==> src/rtl/fp_sgnj_pipe_if.sv <==
// Request/response bundle for the sign-injection pipeline.
// The requester uses master; the pipeline uses slave.
interface fp_sgnj_pipe_if #(
  parameter int unsigned FLEN  = 32,
  parameter int unsigned TAG_W = 4
);
  logic             in_valid;
  logic             in_ready;
  logic [1:0]       funct;
  logic [FLEN-1:0]  rs1;
  logic [FLEN-1:0]  rs2;
  logic [TAG_W-1:0] in_tag;
  logic             out_valid;
  logic             out_ready;
  logic [FLEN-1:0]  rd;
  logic [TAG_W-1:0] out_tag;
  logic             out_illegal;

  modport master (
    output in_valid, funct, rs1, rs2, in_tag, out_ready,
    input  in_ready, out_valid, rd, out_tag, out_illegal
  );

  modport slave (
    input  in_valid, funct, rs1, rs2, in_tag, out_ready,
    output in_ready, out_valid, rd, out_tag, out_illegal
  );
endinterface

==> src/rtl/fp_sgnj_pipe.sv <==
// Pipelined FSGNJ/FSGNJN/FSGNJX unit with an elastic valid/ready chain.
// The result is formed before stage 0; later stages only carry it and its tag.
module fp_sgnj_pipe #(
  parameter int unsigned FLEN  = 32,
  parameter int unsigned DEPTH = 2,
  parameter int unsigned TAG_W = 4
) (
  input  logic          clk,
  input  logic          rst,
  fp_sgnj_pipe_if.slave bus
);

  if (DEPTH == 0 || DEPTH > 4) begin : g_bad_depth
    $error("fp_sgnj_pipe: DEPTH must be in 1..4");
  end
  if (FLEN < 2) begin : g_bad_flen
    $error("fp_sgnj_pipe: FLEN must be at least 2");
  end

  logic             sign_in;
  logic             ill_in;
  logic [FLEN-1:0]  rd_in;

  logic [DEPTH-1:0] rdy;
  logic             all_full;

  logic [DEPTH-1:0] v_q, v_d;
  logic [FLEN-1:0]  rd_q  [DEPTH];
  logic [FLEN-1:0]  rd_d  [DEPTH];
  logic [TAG_W-1:0] tag_q [DEPTH];
  logic [TAG_W-1:0] tag_d [DEPTH];
  logic [DEPTH-1:0] ill_q, ill_d;

  // Sign selection; the illegal encoding passes rs1 through untouched.
  always_comb begin
    sign_in = bus.rs1[FLEN-1];
    ill_in  = 1'b0;
    unique case (bus.funct)
      2'b00: sign_in = bus.rs2[FLEN-1];
      2'b01: sign_in = ~bus.rs2[FLEN-1];
      2'b10: sign_in = bus.rs1[FLEN-1] ^ bus.rs2[FLEN-1];
      2'b11: ill_in  = 1'b1;
    endcase
    rd_in = {sign_in, bus.rs1[FLEN-2:0]};
  end

  // Stage i may load unless it and every stage after it are full and the
  // consumer is stalling; this is the unrolled form of the ready chain.
  always_comb begin
    rdy      = '0;
    all_full = 1'b1;
    for (int unsigned i = 0; i < DEPTH; i++) begin
      all_full = 1'b1;
      for (int unsigned j = i; j < DEPTH; j++) begin
        all_full = all_full & v_q[j];
      end
      rdy[i] = ~all_full | bus.out_ready;
    end
  end

  // Next state: each ready stage takes its upstream neighbour, stage 0 takes the input.
  always_comb begin
    v_d   = v_q;
    rd_d  = rd_q;
    tag_d = tag_q;
    ill_d = ill_q;
    for (int unsigned i = 1; i < DEPTH; i++) begin
      if (rdy[i]) begin
        v_d[i]   = v_q[i-1];
        rd_d[i]  = rd_q[i-1];
        tag_d[i] = tag_q[i-1];
        ill_d[i] = ill_q[i-1];
      end
    end
    if (rdy[0]) begin
      v_d[0]   = bus.in_valid;
      rd_d[0]  = rd_in;
      tag_d[0] = bus.in_tag;
      ill_d[0] = ill_in;
    end
  end

  // Stage registers; reset clears data too so outputs are never X.
  always_ff @(posedge clk) begin
    if (rst) begin
      v_q   <= '0;
      rd_q  <= '{default: '0};
      tag_q <= '{default: '0};
      ill_q <= '0;
    end else begin
      v_q   <= v_d;
      rd_q  <= rd_d;
      tag_q <= tag_d;
      ill_q <= ill_d;
    end
  end

  assign bus.in_ready    = rdy[0];
  assign bus.out_valid   = v_q[DEPTH-1];
  assign bus.rd          = rd_q[DEPTH-1];
  assign bus.out_tag     = tag_q[DEPTH-1];
  assign bus.out_illegal = ill_q[DEPTH-1];

endmodule

==> src/flat_wrapper.sv <==
// flat-port wrapper written by rule: the top's interface ports become plain ports
module fp_sgnj_pipe_flat 
#(
  parameter int unsigned FLEN  = 32,
  parameter int unsigned DEPTH = 2,
  parameter int unsigned TAG_W = 4
)
  (clk, rst, bus_in_valid, bus_funct, bus_rs1, bus_rs2, bus_in_tag, bus_out_ready, bus_in_ready, bus_out_valid, bus_rd, bus_out_tag, bus_out_illegal);
  fp_sgnj_pipe_if #(.FLEN(FLEN), .TAG_W(TAG_W)) bus_i ();
  input  logic clk;
  input  logic rst;
  input wire logic [$bits(bus_i.in_valid)-1:0] bus_in_valid;
  input wire logic [$bits(bus_i.funct)-1:0] bus_funct;
  input wire logic [$bits(bus_i.rs1)-1:0] bus_rs1;
  input wire logic [$bits(bus_i.rs2)-1:0] bus_rs2;
  input wire logic [$bits(bus_i.in_tag)-1:0] bus_in_tag;
  input wire logic [$bits(bus_i.out_ready)-1:0] bus_out_ready;
  output wire logic [$bits(bus_i.in_ready)-1:0] bus_in_ready;
  output wire logic [$bits(bus_i.out_valid)-1:0] bus_out_valid;
  output wire logic [$bits(bus_i.rd)-1:0] bus_rd;
  output wire logic [$bits(bus_i.out_tag)-1:0] bus_out_tag;
  output wire logic [$bits(bus_i.out_illegal)-1:0] bus_out_illegal;
  assign bus_i.in_valid = bus_in_valid;
  assign bus_i.funct = bus_funct;
  assign bus_i.rs1 = bus_rs1;
  assign bus_i.rs2 = bus_rs2;
  assign bus_i.in_tag = bus_in_tag;
  assign bus_i.out_ready = bus_out_ready;
  assign bus_in_ready = bus_i.in_ready;
  assign bus_out_valid = bus_i.out_valid;
  assign bus_rd = bus_i.rd;
  assign bus_out_tag = bus_i.out_tag;
  assign bus_out_illegal = bus_i.out_illegal;
  fp_sgnj_pipe #(.FLEN(FLEN), .DEPTH(DEPTH), .TAG_W(TAG_W)) u_core (.clk(clk), .rst(rst), .bus(bus_i));
endmodule
==> config.mk <==
export PLATFORM = sky130hd
export DESIGN_NAME = fp_sgnj_pipe_flat
export DESIGN_NICKNAME = d
export VERILOG_FILES = /design/src/rtl/fp_sgnj_pipe_if.sv /design/src/rtl/fp_sgnj_pipe.sv /design/src/flat_wrapper.sv
export SDC_FILE = /design/constraint.sdc
export NUM_CORES = 1
export LEC_CHECK = 0
export ABC_AREA = 1
export BUFFER_PORTS_ARGS = -buffer_cell sky130_fd_sc_hd__buf_4
export CORE_AREA = 2 2 109 69
export DETAILED_ROUTE_END_ITERATION = 10
export DIE_AREA = 0 0 111 71
export PLACE_DENSITY_LB_ADDON = 0.25
export SYNTH_ARGS = -nofsm -noshare
export SYNTH_HDL_FRONTEND = slang
export SYNTH_SLANG_ARGS = --single-unit
==> constraint.sdc <==
create_clock -name clk -period 1 [get_ports clk]
set_input_delay 0.2 -clock clk [delete_from_list [all_inputs] [get_ports clk]]
set_output_delay 0.2 -clock clk [all_outputs]
set_load 0.01 [all_outputs]
==> reports/metrics.cfg <==
[outcome]
run_status=complete, but fails checks
failed_checks=setup timing

[clocking]
clock_path_buffers=2
cts_root_buf=sky130_fd_sc_hd__clkbuf_16
cts.reportedPaths.clkPinSlew_ps=60
clock-sinks=76
worst_skew_pair.late_latency_ps=330
cts.htree.levels=3
cts_made_buffers=9
cts_tree=done

[finish]
finalNetCount=504
number_of_diodes_added_for_antenna_fixing=0
synthesis_to_layout_area_growth_pct=44.63
seq_area_mm2=0.001567
multi_input_comb_area_mm2=0.001081
fillCellCount=640
final_common_cell=sky130_fd_sc_hd__nor2_1
drive_above_1_share_pct=42.40
layout_common_cells=sky130_fd_sc_hd__nor2_1, sky130_fd_sc_hd__buf_4, sky130_fd_sc_hd__dfxtp_1
layoutNonFillerInstCount=525

[place]
place_worst_setup_slack_ps=-107.7
place_hpwl_um=3988
place.port_buffers=81
place_congestion=0.7276
placed_cells=501

[drt]
dr.first_iter.drc_count=120
drt-vias-per-instance=4.735
detail_route.wirelength_um=6763
drc=0
drt-wirelength-per-cell_um=12.88
antenna_left=0
drt-pass1-iter-count=4
route.vias.total=2486

[setup_path]
cp_top_family=flip-flops
timing.critical_path.cells=inv_2, nor2_4, nand2_4, buf_12, buf_6
critical_path.n_buffers_inverters=3
critical_path_depth=5
worst-r2r-cell-count=9
critical_path_arrival_ps=1100
setup.worst_path.start_class=flip-flop
critical_path.max_fanout=2
crit_path_end_kind=output pin
path_class=flip-flop to output pin
critPathSlowestCell=sky130_fd_sc_hd__dfxtp_2
worstPathRequired_ps=800
timing.critical_path.slowest_cell_delay_ps=330

[timing]
worst_clock_skew_ps=5.815
final-setup-viol-count=78
slew_viol_final=0
worst_slew_pin_slew_ps=187.2
post-route-period-util_pct=130.0
final_period_minus_worst_setup_slack_ps=1300
maxSlewHeadroom_pct=87.52
finalWorstSetupSlack_ps=-299.6
setup_tns_ps=-11980
fmaxAchievable_mhz=769.5
grt_setup_unrepaired=true
hold_violations=0

[global_routing]
first_pass_grt_wire_length_um=11330
grt_pass1_vias=2385
grt_antenna_before_repair=0
grt_overflow_total=0
global_route.usage.total_pct=18.34
grt_max_degree=45

[logic_synthesis]
yosys_warnings=0
netlist_top_cells_area=sky130_fd_sc_hd__dfxtp_1, sky130_fd_sc_hd__nor2_1, sky130_fd_sc_hd__o21ai_0
post_synth_inst_count=374
yosys_register_bits=76
mappedNetlistNets=448
synth.cell_area_mm2=0.002938
distinct_cell_type_count_of_the_synthesized_netlist=17
yosysTopAreaCell=sky130_fd_sc_hd__dfxtp_1
synth-seq-area-share_pct=51.79
synth_top_cell_area_share_pct=51.79
synth.avg_cell_area_um2=7.855

[floorplan]
io-pin-count=113
initial_utilization_pct=42.35
std_cell_rows=24
fp.dieW_um=111
die_area_mm2=0.007881
die_height_um=71
core-area_mm2=0.006937

[power]
cellInternalPower_mw=6.168
pwr-share-clk_pct=47.2
seqPwrFrac_pct=42.7
max-vdd-ir-drop_v=0.0007218
swShare_pct=21.30
pwr-share-comb_pct=10.1
leakagePower_nw=1.986
p_per_area_mw_per_mm2=1845
power.switching_mw=1.670

[job]
drv_cap=0

[worst_hold_path]
worst_hold_path.num_cells=2
holdCritPathClass=input pin to flip-flop

[final cells by class]
cell class	instances	share of cell area, %
Clock buffer	11	5.713
Tap cell	91	2.680
Multi-Input combinational cell	233	25.44
Sequential cell	76	36.87
Timing Repair Buffer	103	26.09
Clock inverter	4	2.297
Inverter	7	0.9128
[cells in the mapped netlist (all sizes together)]
master    n
o21ai    74
a21oi     2
nand2     4
nor2    150
nand3     2
buf      48
inv       6
dfxtp    76
clkinv    1
clkbuf   10
nand4     1
[metal layers]
layer / GRT usage, % / vias up / wire length, um
li1: - / 1270 / -
met1: 22.61 / 1152 / 3224
met2: 29.65 / 54 / 3035
met3: 7.284 / 10 / 425
met4: 6.389 / 0 / 78
met5: 0 / - / 0
[sequential cells by signal, indices dropped and copies added, names as in the netlist]
signal	flops
u_core.bus.rd	32
u_core.rd_q	32
u_core.bus.out_tag	4
u_core.tag_q	4
u_core.ill_q	2
u_core.v_q	2
[worst paths after layout]
check | to | startpoint | slack, ps
setup reg to reg | u_core.rd_q[60] | u_core.v_q[1] | -250
setup / recovery | bus_in_ready | u_core.v_q[1] | -300
hold reg to reg | u_core.bus.rd[15] | u_core.bus.rd[15] | 470
hold / removal | u_core.v_q[0] | rst | 50
[cell families after synthesis]
group / count (synthesis) / synth area share [%]
AOI/OAI and AO/OA: 76 / 12.95
buffers and inverters: 65 / 14.69
DFF: 76 / 51.79
and+or+nand+nor: 157 / 20.57
[power groups by stage]
stage	Combinational [mW]	Sequential [mW]	Clock [mW]
6_report	0.792	3.35	3.70
5_1_grt	0.875	3.37	3.89
4_1_cts	0.760	3.33	3.77
3_5_place_dp	0.686	3.37	0
2_1_floorplan	0.448	3.35	0
3_3_place_gp	0.681	3.36	0
[per-stage QoR]
step	hold slack [ps]	total power, mW	instance area, um2	utilization, %
global placement	387.4	4.044	3430	49.44
global route	52.18	8.142	4249	61.26
floorplan	265.0	3.795	2944	-
detailed placement	385.0	4.055	3430	49.44
finish	53.57	7.838	4249	61.26
CTS	37.89	7.858	4108	59.22
[what timing repair did]
action / CTS / global route
pin swaps: 7 / 23
resized for setup: 91 / 45
hold buffers: 0 / 0
gates cloned: 4 / 1
setup buffers: 3 / 2
setup endpoints to repair: 97 / 106
No activity file was read; power rests on OpenSTA's default activity.
